[config.mk]
export PLATFORM = sky130hd
export DESIGN_NAME = ssd_scan_controller
export DESIGN_NICKNAME = d
export VERILOG_FILES = /design/src/rtl/ssd_scan_controller_pkg.sv /design/src/rtl/ssd_dwell_timer.sv /design/src/rtl/ssd_scan_controller.sv
export SDC_FILE = /design/constraint.sdc
export NUM_CORES = 1
export LEC_CHECK = 0
export CAP_MARGIN = 0
export CORE_MARGIN = 2
export CORE_UTILIZATION = 25
export DETAILED_ROUTE_END_ITERATION = 12
export GPL_TIMING_DRIVEN = 1
export HOLD_SLACK_MARGIN = 0.12
export PLACE_DENSITY = 0.41
export SKIP_LAST_GASP = 1
export SLEW_MARGIN = 20
export SYNTH_ARGS = -nofsm -noshare
export SYNTH_HDL_FRONTEND = slang
export SYNTH_HIERARCHICAL = 1
export SYNTH_SLANG_ARGS = --single-unit
[constraint.sdc]
create_clock -name clk -period 4.32 [get_ports clk]
set_input_delay 0.432 -clock clk [delete_from_list [all_inputs] [get_ports clk]]
set_output_delay 0.432 -clock clk [all_outputs]
set_load 0.02 [all_outputs]
[src/rtl/ssd_scan_controller_pkg.sv]
// Shared constants and types for the seven-segment scan path (scan controller,
// anode/BCD control and ssd_driver all agree on these encodings).
package ssd_scan_controller_pkg;

  localparam int         NUM_DIGITS = 8;
  localparam logic [3:0] BLANK_CODE = 4'hF;
  localparam logic [7:0] ANODE_OFF  = 8'hFF;

  typedef enum logic {
    ST_BLANK = 1'b0,
    ST_SHOW  = 1'b1
  } scan_state_e;

  function automatic logic [7:0] anode_sel(input logic [2:0] idx);
    return ~(8'h01 << idx);
  endfunction

endpackage

[src/rtl/ssd_dwell_timer.sv]
// Dwell counter: counts cycles spent in the current scan slot and flags the last one.
module ssd_dwell_timer #(
  parameter int CNT_W = 17
) (
  input  logic             clk,
  input  logic             rst,
  input  logic             clear_i,
  input  logic [CNT_W-1:0] term_i,
  output logic             done_o
);

  logic [CNT_W-1:0] cnt_q, cnt_d;

  // done marks the final cycle of a dwell of term_i cycles
  assign done_o = (cnt_q == term_i - CNT_W'(1));

  always_comb begin
    cnt_d = cnt_q + CNT_W'(1);
    if (clear_i) cnt_d = '0;
  end

  always_ff @(posedge clk or posedge rst) begin
    if (rst) cnt_q <= '0;
    else     cnt_q <= cnt_d;
  end

endmodule

[src/rtl/ssd_scan_controller.sv]
// Time-multiplexed scan scheduler for an 8-digit display: blanking, leading-zero
// suppression, per-digit enables and frame-synchronous double-buffered digit data.
module ssd_scan_controller
  import ssd_scan_controller_pkg::*;
#(
  parameter int REFRESH_DIV  = 100000,
  parameter int BLANK_CYCLES = 1000,
  parameter int CNT_W        = 17
) (
  input  logic        clk,
  input  logic        rst,
  input  logic        load,
  input  logic [31:0] digits_in,
  input  logic [7:0]  digit_en,
  input  logic        lz_blank,
  output logic [7:0]  anode,
  output logic [3:0]  one_digit,
  output logic        frame_done
);

  localparam logic [CNT_W-1:0] SHOW_TERM  = CNT_W'(REFRESH_DIV);
  // a zero-length blank still costs the single post-reset BLANK cycle
  localparam logic [CNT_W-1:0] BLANK_TERM = CNT_W'((BLANK_CYCLES == 0) ? 1 : BLANK_CYCLES);

  scan_state_e state_q, state_d;
  logic [2:0]  idx_q, idx_d;
  logic [31:0] stg_dig_q, stg_dig_d, sh_dig_q, sh_dig_d;
  logic [7:0]  stg_en_q, stg_en_d, sh_en_q, sh_en_d;
  logic        stg_lz_q, stg_lz_d, sh_lz_q, sh_lz_d;
  logic        pending_q, pending_d;
  logic [7:0]  anode_q, anode_d;
  logic [3:0]  digit_q, digit_d;

  logic [CNT_W-1:0] term;
  logic             dwell_done;
  logic             commit;
  logic [7:0]       zero_above;
  logic [7:0]       vis_mask;

  assign term = (state_q == ST_SHOW) ? SHOW_TERM : BLANK_TERM;

  ssd_dwell_timer #(.CNT_W(CNT_W)) u_dwell (
    .clk     (clk),
    .rst     (rst),
    .clear_i (dwell_done),
    .term_i  (term),
    .done_o  (dwell_done)
  );

  assign commit     = dwell_done && (state_q == ST_SHOW) && (idx_q == 3'd7);
  assign frame_done = commit;

  always_comb begin
    state_d   = state_q;
    idx_d     = idx_q;
    stg_dig_d = stg_dig_q;
    stg_en_d  = stg_en_q;
    stg_lz_d  = stg_lz_q;
    sh_dig_d  = sh_dig_q;
    sh_en_d   = sh_en_q;
    sh_lz_d   = sh_lz_q;
    pending_d = pending_q;
    anode_d   = ANODE_OFF;
    digit_d   = BLANK_CODE;

    if (dwell_done) begin
      if (state_q == ST_BLANK) begin
        state_d = ST_SHOW;
      end else begin
        idx_d   = idx_q + 3'd1;
        state_d = (BLANK_CYCLES == 0) ? ST_SHOW : ST_BLANK;
      end
    end

    if (load) begin
      stg_dig_d = digits_in;
      stg_en_d  = digit_en;
      stg_lz_d  = lz_blank;
      pending_d = 1'b1;
    end

    // a load coinciding with the frame wrap bypasses staging
    if (commit) begin
      if (load) begin
        sh_dig_d = digits_in;
        sh_en_d  = digit_en;
        sh_lz_d  = lz_blank;
      end else if (pending_q) begin
        sh_dig_d = stg_dig_q;
        sh_en_d  = stg_en_q;
        sh_lz_d  = stg_lz_q;
      end
      pending_d = 1'b0;
    end

    zero_above[NUM_DIGITS-1] = (sh_dig_d[31:28] == 4'h0);
    for (int i = NUM_DIGITS - 2; i >= 0; i--) begin
      zero_above[i] = zero_above[i+1] && (sh_dig_d[i*4 +: 4] == 4'h0);
    end
    for (int i = 0; i < NUM_DIGITS; i++) begin
      vis_mask[i] = sh_en_d[i] && !(sh_lz_d && (i != 0) && zero_above[i]);
    end

    // outputs follow the next state so they line up with it when registered
    if ((state_d == ST_SHOW) && vis_mask[idx_d]) begin
      anode_d = anode_sel(idx_d);
      digit_d = sh_dig_d[{idx_d, 2'b00} +: 4];
    end
  end

  always_ff @(posedge clk or posedge rst) begin
    if (rst) begin
      state_q   <= ST_BLANK;
      idx_q     <= 3'd0;
      stg_dig_q <= '0;
      stg_en_q  <= '0;
      stg_lz_q  <= 1'b0;
      sh_dig_q  <= '0;
      sh_en_q   <= 8'h00;
      sh_lz_q   <= 1'b0;
      pending_q <= 1'b0;
      anode_q   <= ANODE_OFF;
      digit_q   <= BLANK_CODE;
    end else begin
      state_q   <= state_d;
      idx_q     <= idx_d;
      stg_dig_q <= stg_dig_d;
      stg_en_q  <= stg_en_d;
      stg_lz_q  <= stg_lz_d;
      sh_dig_q  <= sh_dig_d;
      sh_en_q   <= sh_en_d;
      sh_lz_q   <= sh_lz_d;
      pending_q <= pending_d;
      anode_q   <= anode_d;
      digit_q   <= digit_d;
    end
  end

  assign anode     = anode_q;
  assign one_digit = digit_q;

endmodule

* Word level (Yosys, flattened, before mapping)
Index checks and enable logic that the tools add are counted.
** Cells by class
- Add/subtract/negate cells :: 3
- Magnitude comparators :: 1
- Equality and inequality tests :: 2
- Shift-type cells :: 2
- Multiplexer cells :: 21
- Bitwise operators :: 1
- Reduce and logical (&&, ||, !) cells :: 38
** Operators with widths (count)
- $mux 32 :: 3
- $mux 17 :: 2
- $mux 8 :: 4
- $shiftx 32x6->4 :: 1
- $logic_not 4->1 :: 7
- $logic_and 1x1->1 :: 23
- $add 17x1->17 const B :: 1
- $eq 17x17->1 :: 1
- $sub 17x1->17 const B :: 1
- $mux 1 :: 8
- $not 8->8 :: 1
- $shl 1x3->8 const A :: 1
- $logic_not 1->1 :: 7
- $mux 3 :: 2
- $lt 3x4->1 const B :: 1
- $mux 4 :: 1
- $add 3x1->3 const B :: 1
- $bmux 1 s3 :: 1
- $eq 3x3->1 const B :: 1
- $reduce_bool 2->1 :: 1
** Word-level totals
- Flip-flop bits (word level) :: 116
- Bits of input ports :: 44
- Output and inout port bits :: 13
- Logic and storage cells :: 80

* Depth between registers and ports, before layout
Gate-level depths: netlist (run 1).
- Depth in word-level cells :: 20
- Mapped depth :: 20
- Mapped depth without buffers :: 17

* Hierarchy
The synthesis (run 1) kept the hierarchy.
** Modules (own cells, without submodules)
- ssd_scan_controller :: instances 1, cells an instance 459, area each 4797.1 um2, sequential area each 2492.4 um2
- ssd_dwell_timer :: instances 1, cells an instance 164, area each 1410.1 um2, sequential area each 425.4 um2

* Worst setup path after synthesis (run 1)
No wires, ideal clock.
- Kind :: register to register
- From :: register state_q
- To :: register anode_q[2], in the netlist anode[2]
- Library setup time :: 0.061 ns
- Data arrival time :: 3.738 ns
- Required time :: 4.259 ns
- Path slack :: 0.521 ns
- Stages on the path, launching flop included :: 17
- Path buffers :: 2
- Period minus slack after synthesis :: 3.799 ns
- Cell sequence :: dfrtp_1 inv_1 xnor2_1 xnor2_1 nor3_1 a31o_2 nand4_1 nor4_2 ha_1 buf_4 nand3_2 buf_2 o22ai_1 a21oi_1 or4_1 or4_1 nand2_1
** Between the ends
- Elaborated cells on any way between the ends :: 52
- Classes of those cells :: add/sub: 1; eq/ne: 1; shift: 1; mux: 11; bitwise: 1; reduce/logical: 37
** RTL lines
- start, declared :: RTL line ssd_scan_controller.sv:25 : scan_state_e state_q, state_d;
- start signal, assigned :: RTL line ssd_scan_controller.sv:125 : state_q <= state_d;
- $mux 17 (*) :: RTL line ssd_scan_controller.sv:40 : assign term = (state_q == ST_SHOW) ? SHOW_TERM : BLANK_TERM;
- net term[3] :: RTL line ssd_scan_controller.sv:34 : logic [CNT_W-1:0] term;
- $sub 17x1->17 (*) :: RTL line ssd_dwell_timer.sv:15 : assign done_o = (cnt_q == term_i - CNT_W'(1));
- $eq 17x17->1 (*) :: RTL line ssd_dwell_timer.sv:15
- net dwell_done :: RTL line ssd_scan_controller.sv:35 : logic dwell_done;
- $logic_and 1x1->1 (*) (2 in a row) :: RTL line ssd_scan_controller.sv:50 : assign commit = dwell_done && (state_q == ST_SHOW) && (idx_q == 3'd7);
- $mux 32 (*) :: RTL line ssd_scan_controller.sv:83 : if (commit) begin
- net sh_dig_d[11] :: RTL line ssd_scan_controller.sv:27 : logic [31:0] stg_dig_q, stg_dig_d, sh_dig_q, sh_dig_d;
- (+3 left out)
- $logic_and 1x1->1 :: RTL line ssd_scan_controller.sv:101 : vis_mask[i] = sh_en_d[i] && !(sh_lz_d && (i != 0) && zero_above[i]);
- $logic_not 1->1 :: RTL line ssd_scan_controller.sv:101
- $logic_and 1x1->1 :: RTL line ssd_scan_controller.sv:101
- $bmux 1 s3 (*) :: RTL line ssd_scan_controller.sv:105 : if ((state_d == ST_SHOW) && vis_mask[idx_d]) begin
- $mux 1 (implied by the code) (*) :: RTL line ssd_scan_controller.sv:105
- $logic_and 1x1->1 (*) :: RTL line ssd_scan_controller.sv:105
- $mux 8 (*) :: RTL line ssd_scan_controller.sv:105
- net anode_d[2] :: RTL line ssd_scan_controller.sv:31 : logic [7:0] anode_q, anode_d;
- end signal, assigned :: RTL line ssd_scan_controller.sv:134 : anode_q <= anode_d;
- end, declared :: RTL line ssd_scan_controller.sv:31
Mark *: on every way through the listed nets, which the timed path passes. The rest lies on a longest branch. The select of a mux whose other input is x is not followed.
A chain may end at the register's enable or synchronous reset.

* Worst setup path after layout (run 1)
- From :: register state_q
- To :: output port frame_done
** Between the ends
- Word-level cells in the longest chain between the ends :: 5
** Ends and longest elaborated chain
- $mux 17 :: RTL line ssd_scan_controller.sv:40
- net term[3] :: RTL line ssd_scan_controller.sv:34
- $sub 17x1->17 :: RTL line ssd_dwell_timer.sv:15
- $eq 17x17->1 :: RTL line ssd_dwell_timer.sv:15
- net dwell_done :: RTL line ssd_scan_controller.sv:35
- $logic_and 1x1->1 (2 in a row) :: RTL line ssd_scan_controller.sv:50
- end, declared :: RTL line ssd_scan_controller.sv:18 : output logic frame_done
The timed path passes the listed nets, and every way through them passes these cells.

==> impl_metrics.toml, run 1 <==
[power]
report.power.total_uw = 2970
power_per_cell_area_nw_per_um2 = 373
leakage_uw = 0.00341
ir_drop_mv = 0.211

[finish]
diodes = 0
final_layout_size_suffix_gt1_share_pct = 16.1
multiInputGateArea_sq_um = 3110
fill_cells = 2461
final_nets = 764
ff_latch_area_sq_um = 2920
final_util_pct = 32.7
area_delta_synth_final_pct = 28.3

[worst_setup_path]
worstSetupEndpointType = "primary output"
ff2ff_setup_slack_ns = 0.40
cp_cell_sequence = "inv_1, buf_4, xnor2_1, o311ai_1, o32ai_1, nand2b_1, nand4_1, nor4_2, ha_1, nand2_1, inv_2, buf_4, clkdlybuf4s50_1"
cpPeakStageDelay_ns = 0.65
critPathBufInv = 5
start_kind = "register"
critical_path_arrival_ns = 3.55
worstSetupPathType = "reg2out"
critical-path-top-delay-family = "buffers and inverters"
required_ns = 3.89
critical_path.slowest_cell = "clkdlybuf4s50_1"
crit_top_cell = "buf_4"
crit_fanout = 19

[yosys]
synth.most_common_cell = "dfrtp_1"
synth_warnings = 6
ys_async_sr_fraction_pct = 100
syn_avg_cell_area_sq_um = 9.96
ys_seq_area_share_pct = 47.0
synthesis.instances = 623
synthTopCellsByArea = "dfrtp_1, dfstp_2, mux2_2"
yosysTopAreaCell = "dfrtp_1"
netlist.area_leader.share_pct = 41.9
synth_cell_types = 74
synth_edf_count = 0
synthTopCellsByCount = "dfrtp_1, nand2_1, nor2_1"
ys_seq_elements = 116
syn-cell-area_sq_um = 6210
synth_flop_cell = "dfrtp_1"

[detailed_routing]
num_vias = 4945
route.detailed.drc = 0
antenna_left = 0
drt_pass1_iterations = 5
wl_microns = 17300
wl_per_cell_microns = 16.4
viasPerCell = 4.70
drt_iter0_drc = 311

[timing]
worst_pin_slew_ns = 0.771
final_hold_viol_count = 0
finalCriticalPeriod_ns = 3.98
hold_ws_ns = 0.484
slew_violations = 0
rsz0062_at_grt = "false"
setup_viol = 0
fmax_mhz = 251
maxSlewHeadroom_pct = 48.3
tns_ns = 0
final.period_utilization_pct = 92.1
finalClockSkew_ns = 0.00847

[run]
cap_violations = 0

[floorplan]
die_w_microns = 162
die_h_microns = 162
die_area_sq_um = 26100
start_util_pct = 25.5
core_area_sq_um = 24300
rows = 57
io_pins = 57

[clocking]
cts_root_buffer = "clkbuf_16"
cts_tree = "done"
cts_max_level = 4
postCtsHoldBufs = 0
cts_made_buffers = 17
ctsLongestPathBuffers = 2
ctsResizeCount = 0
clk_pin_slew_ns = 0.06
cts_setup_buffers = 0
cts.sinks = 116
insertion_delay_ns = 0.42

[grt]
antenna_found_initial = 0
grt_pass1_wl_microns = 28100
grt_pass1_vias = 5108
grt_max_degree = 53
grt.overflow.total = 0
grt_use_total_pct = 13.9

[placed_design]
dp_hpwl_microns = 12700
port_buffers = 56
gp_congestion = 0.796

[outcome]
outcome = "completed"

[worst_hold_path]
hold_class = "reg2reg"
-- final cells by class --
cell class / instances / area share [%]
multi-input combinational: 471 / 39.0
sequential: 116 / 36.6
timing repair buffer: 76 / 9.02
clock buffer: 20 / 5.86
tap: 324 / 5.09
clock inverter: 12 / 2.81
inverter: 33 / 1.59
-- cells in the final DEF (no fill, tap or decap), types with 5 or more instances in the layout --
cell,count
nor2_1,37
o21ai_0,31
or4_1,6
and2_1,6
clkdlybuf4s50_1,55
nor2b_1,7
o211ai_1,6
xnor2_1,23
nand2_1,69
bufinv_16,6
xor2_1,11
nand3_1,17
clkbuf_16,17
dfrtp_1,104
nand4_1,7
buf_4,19
and3_1,5
a211o_1,5
a31oi_1,5
o21ai_1,5
inv_1,28
ha_1,5
nor3_1,10
o22ai_1,28
mux2i_1,26
nor4_1,9
dfstp_2,12
conb_1,32
o221ai_1,6
a21oi_1,23
nand2b_1,5
mux2_2,26
-- through the flow --
step | area, sq um | setup WS [ns] | cells
finish | 7960 | 0.342 | 1052
global route | 7960 | 0.0210 | 1052
CTS | 7960 | 0.304 | 1052
detailed placement | 7270 | 0.414 | 1020
global placement | 7270 | 0.462 | 1020
floorplan | 6320 | 0.521 | 653
-- final timing paths --
| check | start | depth (start not counted) | to |
|---|---|---|---|
| worst min register to register | stg_en_q[7] | 1 | stg_en_q[7] |
| max in group asynchronous | rst | 3 | anode[0] |
| worst max register to register | state_q | 16 | one_digit[2] |
| worst max-delay path | state_q | 13 | frame_done |
| min in group asynchronous | rst | 2 | stg_en_q[5] |
| worst min-delay path | stg_en_q[7] | 1 | stg_en_q[7] |
-- routing by layer --
metal | GRT usage (%) | wire length [microns] | vias to the layer above | share of wire (%)
li1 | - | - | 2395 | -
met1 | 17.9 | 8060 | 2450 | 47
met2 | 23.2 | 8460 | 82 | 49
met3 | 3.13 | 503 | 18 | 2.9
met4 | 4.34 | 265 | 0 | 1.5
met5 | 0 | 0 | - | 0
-- state kept, by name (all words and copies together), names as in the netlist, 3 cells and up --
name           count
u_dwell/cnt_q     17
stg_en_q           8
sh_en_q            8
sh_dig_q          32
one_digit          4
stg_dig_q         32
anode              8
idx_q              3
-- report_power, final --
part | leakage [uW] | internal, uW | total (uW) | switching (uW)
combinational | 0.00161 | 83.4 | 176 | 92.1
clock | 0.000337 | 1130 | 1650 | 522
sequential | 0.00146 | 1130 | 1150 | 19.3
total | 0.00341 | 2340 | 2970 | 633
-- worst reg2reg max path: stages (launching register included) --
cell and delay [ns]:
dfrtp_1 0.34, inv_1 0.16, nor3_4 0.35, and2_1 0.30, mux2i_1 0.11, a31o_2 0.25, nand4_1 0.09, nor4_2 0.06
ha_1 0.21, buf_4 0.18, o211a_4 0.23, or3_1 0.37, o22ai_2 0.29, nand3b_1 0.15, o311ai_2 0.33, o211ai_2 0.21
o221ai_1 0.23
-- cell families (layout without fill, tap and decap cells) --
kind of cell | count (synthesis) | in the layout | share of synthesized area [%]
flops | 116 | 116 | 47.0
fa+ha+maj | 5 | 5 | 1.01
simple gates | 207 | 207 | 17.7
other cells | 2 | 32 | 0.121
buf+inv | 66 | 141 | 4.78
xor+xnor | 34 | 34 | 4.80
compound gates | 138 | 138 | 14.9
mux | 55 | 55 | 9.64
No activity file was read; power rests on OpenSTA's default activity.
==> run 2: changes to the inputs <==
Settings changed: ABC_AREA from default to 1.
==> impl_metrics.toml, run 2 <==
[detailed_routing]
route.detailed.drc = 0
antenna_left = 0
viasPerCell = 4.05
num_vias = 4942
wl_microns = 16800
drt_iter0_drc = 289
drt_pass1_iterations = 4
wl_per_cell_microns = 13.8

[yosys]
synthesis.instances = 790
synth_edf_count = 0
synthXorXnorAreaFrac_pct = 3.50
synth_mux_area_share_pct = 0
ys_seq_area_share_pct = 46.9
synth_fa_ha_area_share_pct = 1.01
synthTopCellsByArea = "dfrtp_1, nand2_1, inv_1"
yosysTopAreaCell = "dfrtp_1"
synth_compound_area_share_pct = 8.67
synthTopCellsByCount = "nand2_1, inv_1, dfrtp_1"
synth.most_common_cell = "nand2_1"
synthSimpleGateAreaFrac_pct = 29.2
netlist.area_leader.share_pct = 41.9
syn_avg_cell_area_sq_um = 7.87
synth_flop_cell = "dfrtp_1"
ys_seq_elements = 116
synth_top_family_by_area = "simple AND/OR/NAND/NOR gates"
synth_warnings = 6
syn-cell-area_sq_um = 6220
synth_cell_types = 52
ys_async_sr_fraction_pct = 100

[clocking]
cts_tree = "done"
postCtsHoldBufs = 0
cts_setup_buffers = 0
cts_max_level = 4
ctsLongestPathBuffers = 2
clk_pin_slew_ns = 0.06
ctsResizeCount = 0
cts.sinks = 116
cts_made_buffers = 17
cts_root_buffer = "clkbuf_16"
insertion_delay_ns = 0.42

[grt]
grt_use_total_pct = 13.7
use_met3_pct = 3.01
met2_usage_pct = 21.3
grt_use_met1_pct = 19.3
grt_max_degree = 54
grt_pass1_wl_microns = 27500
grt.overflow.total = 0
busiest_layer = "met2"
grt_pass1_vias = 4984
antenna_found_initial = 0

[timing]
finalClockSkew_ns = 0.0121
slew_violations = 0
rsz0062_at_grt = "false"
maxSlewHeadroom_pct = 51.9
fmax_mhz = 261
final.period_utilization_pct = 88.8
tns_ns = 0
setup_viol = 0
final_hold_viol_count = 0
finalCriticalPeriod_ns = 3.84
worst_pin_slew_ns = 0.721

[worst_setup_path]
cpPeakStageDelay_ns = 0.66
r2r-start = "state_q"
cp-startpoint = "state_q"
start_kind = "register"
ff2ff_path_depth = 22
required_ns = 3.89
worstSetupPathType = "reg2out"
worstSetupPathDepth = 14
cp_cell_sequence = "inv_1, nor2_1, nand3_1, nor2_1, a21oi_1, nand3_1, nor2_1, nand3_1, nor2_1, ha_1, nand2_2, inv_2, buf_4, clkdlybuf4s50_1"
r2r-end = "one_digit[2]"
worstSetupEndpointType = "primary output"
crit_top_cell = "nor2_1"
critical_path.slowest_cell = "clkdlybuf4s50_1"
critPathBufInv = 4
ff2ff_setup_slack_ns = 0.64
critical-path-top-delay-family = "buffers and inverters"
critical_path_arrival_ns = 3.40
crit_fanout = 20

[floorplan]
die_h_microns = 162
die_area_sq_um = 26200
rows = 57
io_pins = 57
core_area_sq_um = 24400
die_w_microns = 162
start_util_pct = 25.5

[outcome]
outcome = "completed"

[finish]
top_regs = "sh_dig_q: 32 flops, stg_dig_q: 32 flops, u_dwell/cnt_q: 17 flops"
final_common_cell = "nand2_1"
final_nets = 931
area_delta_synth_final_pct = 25.4
final_cell_mix = "nand2_1, inv_1, dfrtp_1"
fin_area_sq_um = 7800
final_layout_size_suffix_gt1_share_pct = 11.3
diodes = 0

[worst_hold_path]
min_from = "stg_dig_q[7]"
hold_class = "reg2reg"
worst_hold_path.num_cells = 2
holdPathEnd = "stg_dig_q[7]"

[placed_design]
dp_hpwl_microns = 12200
placed_cell_area_sq_um = 7180
gp_congestion = 0.817
port_buffers = 56

[power]
ir_drop_mv = 0.192
power_per_cell_area_nw_per_um2 = 356
leakage_uw = 0.00370

[run]
cap_violations = 0
run 2: cell types whose count changed after synthesis, sizes merged, moves of 9 or more:
| cell | delta |
|---|---|
| mux2i | -26 |
| clkbuf | -9 |
| o21ai | -13 |
| nand3 | +16 |
| nor3 | -9 |
| nand2 | +218 |
| nor2 | +40 |
| nor4 | -9 |
| mux2 | -28 |
| inv | +95 |
| o22ai | -22 |
| xnor2 | -15 |
run 2: cell type report:
cell class | instances | area, sq um
fillers | 2638 | 16600
flip-flops and latches | 116 | 2920
multi-input cells | 556 | 2770
repair buffers | 62 | 601
inverters | 129 | 489
clock buffers | 22 | 464
well taps | 324 | 405
clock inverters | 10 | 155
run 2: cells by family (layout without fill, tap and decap cells):
family / count (synthesis) / after routing
fa+ha+maj: 5 / 5
buf+inv: 150 / 223
simple gates: 413 / 413
xor+xnor: 24 / 24
flops: 116 / 116
compound gates: 80 / 80
other cells: 2 / 34
run 2: worst max path at each step:
| stage | endpoint |
|---|---|
| finish | frame_done |
| global route | one_digit[2] |
| CTS | frame_done |
| detailed placement | anode[5] |
| global placement | one_digit[0] |
| floorplan | one_digit[0] |
run 2: report_power, final:
group	switching (uW)	leakage, uW	total (uW)	internal, uW
sequential	8.35	0.00132	1130	1120
clock	499	0.000300	1490	991
combinational	96.0	0.00208	159	63.2
run 2: worst min-delay path, stage by stage, from the launching register on:
cell,delay (ns)
dfrtp_1,0.32
nand2_1,0.05
nand2_1,0.06
run 2: through the flow:
step | power [uW] | setup WS (ns) | util (%) | cells | hold slack (ns)
2_1_floorplan | 1250 | 1.14 | - | 822 | 0.358
3_3_place_gp | 1310 | 0.674 | 29.4 | 1187 | 0.460
3_5_place_dp | 1310 | 0.624 | 29.4 | 1187 | 0.460
4_1_cts | 2820 | 0.442 | 32.0 | 1219 | 0.473
5_1_grt | 2900 | 0.164 | 32.0 | 1219 | 0.482
6_report | 2780 | 0.484 | 32.0 | 1219 | 0.469
run 2: layer usage:
layer | up-vias | part of all wire [%]
li1 | 2596 | -
met5 | - | 0
met3 | 6 | 2.8
met1 | 2272 | 52
met2 | 68 | 45
met4 | 0 | 0.46
